<file path="src/rtl/ctrl_burst_cas_if.sv">
// Shared DDR request encodings and the ACT-stage / CAS-stage handshake bundle.
// master = ACT stage (drives handshakes), slave = CAS scheduler.
package ddr_pkg;
  localparam logic [2:0] RD_R = 3'd1;
  localparam logic [2:0] WR_R = 3'd2;
endpackage

interface ctrl_burst_cas_if;
  logic        act_rdy;
  logic        no_act_rdy;
  logic [2:0]  act_rw;
  logic [1:0]  bg_addr;
  logic [1:0]  ba_addr;
  logic [9:0]  col_addr;
  logic        cas_rdy;
  logic        cas_rd;
  logic        cas_wr;
  logic [2:0]  cas_req;
  logic [13:0] cas_addr;
  logic        cas_idle;
  logic        proto_err;

  modport master (
    output act_rdy, no_act_rdy, act_rw, bg_addr, ba_addr, col_addr,
    input  cas_rdy, cas_rd, cas_wr, cas_req, cas_addr, cas_idle, proto_err
  );
  modport slave (
    input  act_rdy, no_act_rdy, act_rw, bg_addr, ba_addr, col_addr,
    output cas_rdy, cas_rd, cas_wr, cas_req, cas_addr, cas_idle, proto_err
  );
endinterface

</file>
<file path="src/rtl/ctrl_burst_cas.sv">
// CAS scheduler: waits tRCD after ACTIVATE, enforces CAS-to-CAS spacing, strobes READ/WRITE.
// Optional write-to-read gap enforcement: define CAS_WTR_CHECK_EN.
module ctrl_burst_cas
  import ddr_pkg::*;
#(
  parameter int unsigned T_RCD     = 16,
  parameter int unsigned T_CCD     = 4,
  parameter int unsigned T_WTR_GAP = 12
) (
  input  logic             CK_t,
  input  logic             reset_n,
  ctrl_burst_cas_if.slave  bus
);

  typedef enum logic [1:0] {CAS_IDLE, CAS_WAIT_RCD, CAS_WAIT_GAP, CAS_ISSUE} state_e;

  state_e      state_q, state_d;
  logic [7:0]  rcd_q, rcd_d;
  logic [7:0]  gap_q, gap_d;
  logic [2:0]  req_rw_q, req_rw_d;
  logic [13:0] req_addr_q, req_addr_d;
  logic        cas_rdy_q, cas_rdy_d;
  logic        cas_rd_q, cas_rd_d;
  logic        cas_wr_q, cas_wr_d;
  logic [2:0]  cas_req_q, cas_req_d;
  logic [13:0] cas_addr_q, cas_addr_d;
  logic        cas_idle_q, cas_idle_d;
  logic        proto_err_q, proto_err_d;

  logic        hs, rw_legal, spacing_ok;
  logic [8:0]  gap_nxt;

  assign hs       = bus.act_rdy | bus.no_act_rdy;
  assign rw_legal = (bus.act_rw == RD_R) || (bus.act_rw == WR_R);
  // gap_q reads 0 in the strobe cycle, so gap_q+1 is the distance a strobe next cycle would have
  assign gap_nxt  = {1'b0, gap_q} + 9'd1;

`ifdef CAS_WTR_CHECK_EN
  logic last_wr_q, last_wr_d;
  logic wtr_ok;
  assign wtr_ok     = !(last_wr_q && (req_rw_q == RD_R)) || (gap_nxt >= 9'(T_WTR_GAP));
  assign spacing_ok = (gap_nxt >= 9'(T_CCD)) && wtr_ok;

  always_comb begin
    last_wr_d = last_wr_q;
    if (state_d == CAS_ISSUE) last_wr_d = (req_rw_q == WR_R);
  end

  always_ff @(posedge CK_t or negedge reset_n) begin
    if (!reset_n) last_wr_q <= 1'b0;
    else          last_wr_q <= last_wr_d;
  end
`else
  assign spacing_ok = (gap_nxt >= 9'(T_CCD));
`endif

  always_comb begin
    state_d     = state_q;
    rcd_d       = (rcd_q != 8'd0) ? rcd_q - 8'd1 : 8'd0;
    gap_d       = (gap_q == 8'hFF) ? gap_q : gap_q + 8'd1;
    req_rw_d    = req_rw_q;
    req_addr_d  = req_addr_q;
    proto_err_d = 1'b0;
    case (state_q)
      CAS_IDLE: begin
        if (hs) begin
          if (!rw_legal) begin
            proto_err_d = 1'b1;
          end else begin
            req_rw_d    = bus.act_rw;
            req_addr_d  = {bus.bg_addr, bus.ba_addr, bus.col_addr};
            proto_err_d = bus.act_rdy & bus.no_act_rdy;
            if (bus.act_rdy) begin
              rcd_d   = 8'(T_RCD - 1);
              state_d = CAS_WAIT_RCD;
            end else begin
              state_d = CAS_WAIT_GAP;
            end
          end
        end
      end
      CAS_WAIT_RCD: begin
        proto_err_d = hs;
        if (rcd_q <= 8'd1) state_d = spacing_ok ? CAS_ISSUE : CAS_WAIT_GAP;
      end
      CAS_WAIT_GAP: begin
        proto_err_d = hs;
        if (spacing_ok) state_d = CAS_ISSUE;
      end
      default: begin
        proto_err_d = hs;
        state_d     = CAS_IDLE;
      end
    endcase

    cas_rdy_d  = (state_d == CAS_ISSUE);
    cas_rd_d   = cas_rdy_d && (req_rw_q == RD_R);
    cas_wr_d   = cas_rdy_d && (req_rw_q == WR_R);
    cas_req_d  = cas_req_q;
    cas_addr_d = cas_addr_q;
    cas_idle_d = (state_d == CAS_IDLE);
    if (cas_rdy_d) begin
      cas_req_d  = req_rw_q;
      cas_addr_d = req_addr_q;
      gap_d      = 8'd0;
    end
  end

  always_ff @(posedge CK_t or negedge reset_n) begin
    if (!reset_n) begin
      state_q     <= CAS_IDLE;
      rcd_q       <= 8'd0;
      gap_q       <= 8'hFF;
      req_rw_q    <= 3'd0;
      req_addr_q  <= 14'd0;
      cas_rdy_q   <= 1'b0;
      cas_rd_q    <= 1'b0;
      cas_wr_q    <= 1'b0;
      cas_req_q   <= 3'd0;
      cas_addr_q  <= 14'd0;
      cas_idle_q  <= 1'b1;
      proto_err_q <= 1'b0;
    end else begin
      state_q     <= state_d;
      rcd_q       <= rcd_d;
      gap_q       <= gap_d;
      req_rw_q    <= req_rw_d;
      req_addr_q  <= req_addr_d;
      cas_rdy_q   <= cas_rdy_d;
      cas_rd_q    <= cas_rd_d;
      cas_wr_q    <= cas_wr_d;
      cas_req_q   <= cas_req_d;
      cas_addr_q  <= cas_addr_d;
      cas_idle_q  <= cas_idle_d;
      proto_err_q <= proto_err_d;
    end
  end

  assign bus.cas_rdy   = cas_rdy_q;
  assign bus.cas_rd    = cas_rd_q;
  assign bus.cas_wr    = cas_wr_q;
  assign bus.cas_req   = cas_req_q;
  assign bus.cas_addr  = cas_addr_q;
  assign bus.cas_idle  = cas_idle_q;
  assign bus.proto_err = proto_err_q;

endmodule

</file>
<file path="src/flat_wrapper.sv">
// flat-port wrapper written by rule: the top's interface ports become plain ports
module ctrl_burst_cas_flat import ddr_pkg::*;
#(
  parameter int unsigned T_RCD     = 16,
  parameter int unsigned T_CCD     = 4,
  parameter int unsigned T_WTR_GAP = 12
)
  (CK_t, reset_n, bus_act_rdy, bus_no_act_rdy, bus_act_rw, bus_bg_addr, bus_ba_addr, bus_col_addr, bus_cas_rdy, bus_cas_rd, bus_cas_wr, bus_cas_req, bus_cas_addr, bus_cas_idle, bus_proto_err);
  ctrl_burst_cas_if bus_i ();
  input  logic CK_t;
  input  logic reset_n;
  input wire logic [$bits(bus_i.act_rdy)-1:0] bus_act_rdy;
  input wire logic [$bits(bus_i.no_act_rdy)-1:0] bus_no_act_rdy;
  input wire logic [$bits(bus_i.act_rw)-1:0] bus_act_rw;
  input wire logic [$bits(bus_i.bg_addr)-1:0] bus_bg_addr;
  input wire logic [$bits(bus_i.ba_addr)-1:0] bus_ba_addr;
  input wire logic [$bits(bus_i.col_addr)-1:0] bus_col_addr;
  output wire logic [$bits(bus_i.cas_rdy)-1:0] bus_cas_rdy;
  output wire logic [$bits(bus_i.cas_rd)-1:0] bus_cas_rd;
  output wire logic [$bits(bus_i.cas_wr)-1:0] bus_cas_wr;
  output wire logic [$bits(bus_i.cas_req)-1:0] bus_cas_req;
  output wire logic [$bits(bus_i.cas_addr)-1:0] bus_cas_addr;
  output wire logic [$bits(bus_i.cas_idle)-1:0] bus_cas_idle;
  output wire logic [$bits(bus_i.proto_err)-1:0] bus_proto_err;
  assign bus_i.act_rdy = bus_act_rdy;
  assign bus_i.no_act_rdy = bus_no_act_rdy;
  assign bus_i.act_rw = bus_act_rw;
  assign bus_i.bg_addr = bus_bg_addr;
  assign bus_i.ba_addr = bus_ba_addr;
  assign bus_i.col_addr = bus_col_addr;
  assign bus_cas_rdy = bus_i.cas_rdy;
  assign bus_cas_rd = bus_i.cas_rd;
  assign bus_cas_wr = bus_i.cas_wr;
  assign bus_cas_req = bus_i.cas_req;
  assign bus_cas_addr = bus_i.cas_addr;
  assign bus_cas_idle = bus_i.cas_idle;
  assign bus_proto_err = bus_i.proto_err;
  ctrl_burst_cas #(.T_RCD(T_RCD), .T_CCD(T_CCD), .T_WTR_GAP(T_WTR_GAP)) u_core (.CK_t(CK_t), .reset_n(reset_n), .bus(bus_i));
endmodule
</file>
<file path="config.mk">
export PLATFORM = sky130hd
export DESIGN_NAME = ctrl_burst_cas_flat
export DESIGN_NICKNAME = d
export VERILOG_FILES = /design/src/rtl/ctrl_burst_cas_if.sv /design/src/rtl/ctrl_burst_cas.sv /design/src/flat_wrapper.sv
export SDC_FILE = /design/constraint.sdc
export NUM_CORES = 1
export LEC_CHECK = 0
export BUFFER_PORTS_ARGS = -buffer_cell sky130_fd_sc_hd__buf_4
export CAP_MARGIN = 10
export CORE_MARGIN = 2
export CORE_UTILIZATION = 50
export CTS_CLUSTER_SIZE = 28
export DETAILED_ROUTE_END_ITERATION = 12
export GPL_ROUTABILITY_DRIVEN = 0
export PLACE_DENSITY = 0.74
export SETUP_SLACK_MARGIN = 0.3
export SYNTH_ARGS = -nofsm -noshare
export SYNTH_HDL_FRONTEND = slang
export SYNTH_SLANG_ARGS = --single-unit
</file>
<file path="constraint.sdc">
create_clock -name CK_t -period 2.95 [get_ports CK_t]
set_input_delay 0.7375 -clock CK_t [delete_from_list [all_inputs] [get_ports CK_t]]
set_output_delay 0.7375 -clock CK_t [all_outputs]
set_load 0.02 [all_outputs]
</file>
; After elaboration in Yosys (flattened, before gate mapping)
; Cells that the tools add are included.
[op_classes]
addsub = 3
order_cmp = 2
eq_ne = 9
n_mux = 17
bitwise_logic = 2
reduce_logical = 7
[ops]
columns = operator, count
row1 = $mux 8, 7
row2 = $mux 2, 5
row3 = $add 8x1->9 const B, 1
row4 = $ge 9x3->1 const B, 1
row5 = $add 8x1->8 const B, 1
row6 = $eq 8x8->1 const B, 1
row7 = $le 8x1->1 const B, 1
row8 = $reduce_bool 8->1, 1
row9 = $sub 8x1->8 const B, 1
row10 = $eq 3x1->1 const B, 2
row11 = $eq 3x2->1 const B, 2
row12 = $pmux 2 s3, 1
row13 = $eq 2x2->1 const B, 2
row14 = $logic_not 2->1, 2
row15 = $mux 1, 4
row16 = $reduce_and 3->1, 1
row17 = $eq 2x1->1 const B, 1
row18 = $logic_and 1x1->1, 2
row19 = $ne 2x1->1 const B, 1
row20 = $and 1x1->1, 1
row21 = $logic_or 1x1->1, 1
row22 = $or 1x1->1, 1
[totals]
register_bits = 57
elab_cells = 52

; Longest topological paths before layout
[depth]
word_depth = 7
ltp_mapped = 8
depth_no_buf = 7

; Least setup slack after synthesis
; No wires, ideal clock.
[synth_path]
path_kind = register to register
from = register u_core.gap_q[0]
to = register u_core.cas_addr_q[10] (netlist: u_core.bus.cas_addr[10])
setup_time_ps = 125
t_arrival_ps = 2267
path_slack_ps = 558
stages_incl_launch_ff = 9
path_buffers = 2
synth_period_minus_slack_ps = 2392
cell_sequence = dfstp_2 > ha_1 > and2_1 > clkbuf_2 > xnor2_1 > a31oi_1 > o31ai_4 > buf_8 > mux2_4
[synth_via]
elab_chain_len = 6
elab_cells_between_ends = 7
[synth_lines]
columns = element, line
row1 = start: declaration, ctrl_burst_cas.sv:19  ; logic [7:0] gap_q, gap_d;
row2 = start signal: assignment, ctrl_burst_cas.sv:126  ; gap_q <= gap_d;
row3 = $add 8x1->9 (*), ctrl_burst_cas.sv:36  ; assign gap_nxt = {1'b0, gap_q} + 9'd1;
row4 = $ge 9x3->1 (*), ctrl_burst_cas.sv:54  ; assign spacing_ok = (gap_nxt >= 9'(T_CCD));
row5 = $mux 1, ctrl_burst_cas.sv:84  ; if (rcd_q <= 8'd1) state_d = spacing_ok ? CAS_ISSUE : CAS_WAIT_GAP;
row6 = $mux 2, ctrl_burst_cas.sv:84
row7 = $pmux 2 s3 (*), ctrl_burst_cas.sv:64  ; case (state_q)
row8 = $eq 2x2->1 (*), ctrl_burst_cas.sv:96  ; cas_rdy_d = (state_d == CAS_ISSUE);
row9 = end signal: assignment, ctrl_burst_cas.sv:133  ; cas_addr_q <= cas_addr_d;
row10 = end: declaration, ctrl_burst_cas.sv:26  ; logic [13:0] cas_addr_q, cas_addr_d;
; Mark *: on every way between the ends. The rest lies on a longest branch, timed or not.
; A chain may end at the register's enable or synchronous reset.

; Final worst setup path
[layout_path]
from = register u_core.gap_q[0]
to = register u_core.cas_addr_q[1] (netlist: u_core.bus.cas_addr[1])
; Same word-level chain as after synthesis.

==> results.cfg <==
[worst_setup_path]
critical_path_required_ns = 3.17
reg2reg_depth = 7
cp.buffers_inverters = 1
critical_path.max_fanout = 27
arrival_ns = 2.67
timing.critical_path.max_delay_family = flip-flops
rr_endpoint = u_core.bus.cas_addr[1]
critical_path.endpoint_type = flip-flop
slowest_delay_ns = 0.59
worst-setup-path-type = reg2reg
r2r_slack_ns = 0.50
cpMaxStageDelayCell = dfstp_2
critPathLaunchType = flip-flop
regToRegStartpoint = u_core.gap_q[0]
crit_path_cell_trace = ha_1, and2_1, xnor2_1, a31oi_1, o31ai_4, buf_12, mux2_2

[power]
static_leak_nw = 1.49
power.density_nw_per_um2 = 1110
max-vdd-ir-drop_v = 0.000611

[timing]
slew_headroom_pct = 53.3
fin_crit_ns = 2.45
hold_slack_ns = 0.456
tightestPinTransition_ns = 0.700
timing.fmax_ghz = 0.408
timing.final.max_slew_violations = 0
setup_tns_ns = 0
hold_viol_final = 0
fin_skew_ns = 0.00803
grt_setup_unrepaired = no
setup_viol_count_final = 0
timing.final.crit_share_pct = 83.0

[floorplanning]
die_area_um2 = 5760
boundaryPins = 43
effective_utilization_at_floorplan_pct = 51.2
placement_rows = 26
die-width_um = 75.9
placeable_area_um2 = 5040
die_y_um = 75.9

[logic_synthesis]
synthesis.area_um2 = 2580
ys_async_sr_fraction_pct = 100
syn-num-nets = 217
synth.ff_latch_count = 57
cell_count_after_synthesis = 192
synth-edff-count = 0
ys_seq_area_share_pct = 55.6
synth.yosys.warnings = 0
ys_dominant_reg_cell = dfrtp_1
syn-mean-instance-area_um2 = 13.5
synth_cell_type_count = 45

[cts]
cts-root-to-sink-buffers = 2
clock_insertion_delay_worst_skew_ns = 0.34
cts-htree-levels = 3
tritoncts.num_buffers = 9
post_cts_resized = 0
hold_buffers = 0
clockRootBuffer = clkbuf_8
clock-sinks = 57
clk_pin_slew_ns = 0.06
tritoncts = yes
post_cts_buffers = 0

[global_route]
overflow = 0
global_route_wire_length_before_repair_mm = 7.56
number_of_antenna_violations_at_the_first_check_in_global_routing = 0
first_global_vias = 1640
grtUsageTotal_pct = 18.1
largest_net_degree_at_the_start_of_global_routing = 58

[route]
antenna_violating_nets_post_route = 0
drtIter0Drc = 89
totalWireLength_mm = 4.41
dr_total_vias = 1623
drc = 0
drt-vias-per-instance = 5.15
number_of_iterations_in_the_first_detailed_routing_pass = 4
drt-wirelength-per-cell_um = 14.0

[cells_and_area]
layout.nets = 266
post_route_cells_drive_above_1_share_pct = 43.7
insertedDiodeCount = 0
area_delta_synth_final_pct = 22.2

[placed_design]
dp_hpwl_mm = 3.02
port-buffer-count = 42

[status]
run_status = completed

[job]
max-cap-violations = 0

[hold_path]
worst_hold_path_type = in2async
==> power by group <==
group | switching [mW] | internal, mW | total, mW
Clock | 0.290 | 0.428 | 0.718
Sequential | 0.265 | 1.16 | 1.43
Combinational | 0.621 | 0.732 | 1.35
Total | 1.18 | 2.32 | 3.50
==> how the worst max path moves through the flow <==
stage	slack [ns]	cells after the start	from	end
5_1_grt	0.34	7	u_core.gap_q[0]	u_core.bus.cas_addr[1]
3_3_place_gp	0.54	7	u_core.gap_q[0]	u_core.bus.cas_req[0]
6_report	0.50	7	u_core.gap_q[0]	u_core.bus.cas_addr[1]
2_1_floorplan	0.56	8	u_core.gap_q[0]	u_core.bus.cas_addr[10]
3_5_place_dp	0.48	7	bus_act_rw[1]	u_core.bus.cas_addr[13]
4_1_cts	0.50	7	u_core.gap_q[0]	u_core.bus.cas_addr[1]
==> area by class of cell <==
cell class / count / area, µm²
clock buffer: 12 / 155
clock inverter: 3 / 40.0
fill: 397 / 1880
inverter: 6 / 22.5
multi-input combinational: 123 / 1070
sequential: 57 / 1440
tap: 70 / 87.6
timing repair buffer: 44 / 343
==> layer usage <==
layer  global-route usage [%]  wire length, µm  vias to the layer above
met4                     8.97               56                        0
met5                        0                0                        -
li1                         -                -                      777
met1                     24.3             2020                      797
met3                     5.69              226                        8
met2                     26.6             2100                       41
==> Yosys cell counts (2+ instances only) <==
library cell	instances	share of area, %
a21boi_1	3	0.87
nor2b_1	3	0.73
and3_1	4	0.97
ha_1	4	1.9
o21ai_0	3	0.58
nand2_1	8	1.2
xnor2_1	7	2.4
nand2b_1	2	0.48
nor2_1	11	1.6
mux2i_1	2	0.77
and2_1	3	0.73
inv_1	6	0.87
mux2_2	23	10
dfstp_2	9	9.2
a21oi_1	2	0.39
xor2_1	4	1.4
nand3_1	4	0.77
a21o_1	2	0.58
nor4_1	4	0.97
dfrtp_1	48	46
nand4_1	4	0.97
buf_4	2	0.58
mux2_4	10	5.8
nor3_1	3	0.58
==> registers in the layout, indices dropped and copies added, names as in the netlist, 2 cells and up <==
signal and count:
u_core.bus.cas_addr 14, u_core.bus.cas_req 3, u_core.gap_q 8, u_core.rcd_q 8, u_core.req_addr_q 14, u_core.req_rw_q 3, u_core.state_q 2
==> metrics by stage <==
stage          instances  instance area [µm²]  power [mW]  utilization (%)  setup WS, ns
6_report             315                 3160        3.50             62.6         0.501
5_1_grt              315                 3160        3.73             62.6         0.339
3_5_place_dp         300                 2960        2.81             58.8         0.485
4_1_cts              315                 3160        3.54             62.6         0.503
2_1_floorplan        192                 2580        2.40                -         0.558
3_3_place_gp         300                 2960        2.76             58.8         0.545
==> cell usage in the layout (no fill, tap or decap), types with 6 or more instances in the layout <==
master,n
dfrtp_1,48
buf_4,43
mux2_2,23
nor2_1,11
clkbuf_8,11
mux2_4,10
dfstp_2,9
nand2_1,8
xnor2_1,7
inv_1,6
==> cell families (layout without fill, tap and decap cells) <==
group	Yosys count	count (layout)	synth area share [%]
multiplexers	35	35	16.6
AND/OR/NAND/NOR	51	51	11.2
XOR/XNOR	11	11	3.73
buffers and inverters	12	65	2.86
AO/OA/AOI/OAI	21	21	7.60
adder cells (fa/ha/maj)	5	5	2.32
flip-flops	57	57	55.6
Power figures use the tool's default switching activity.
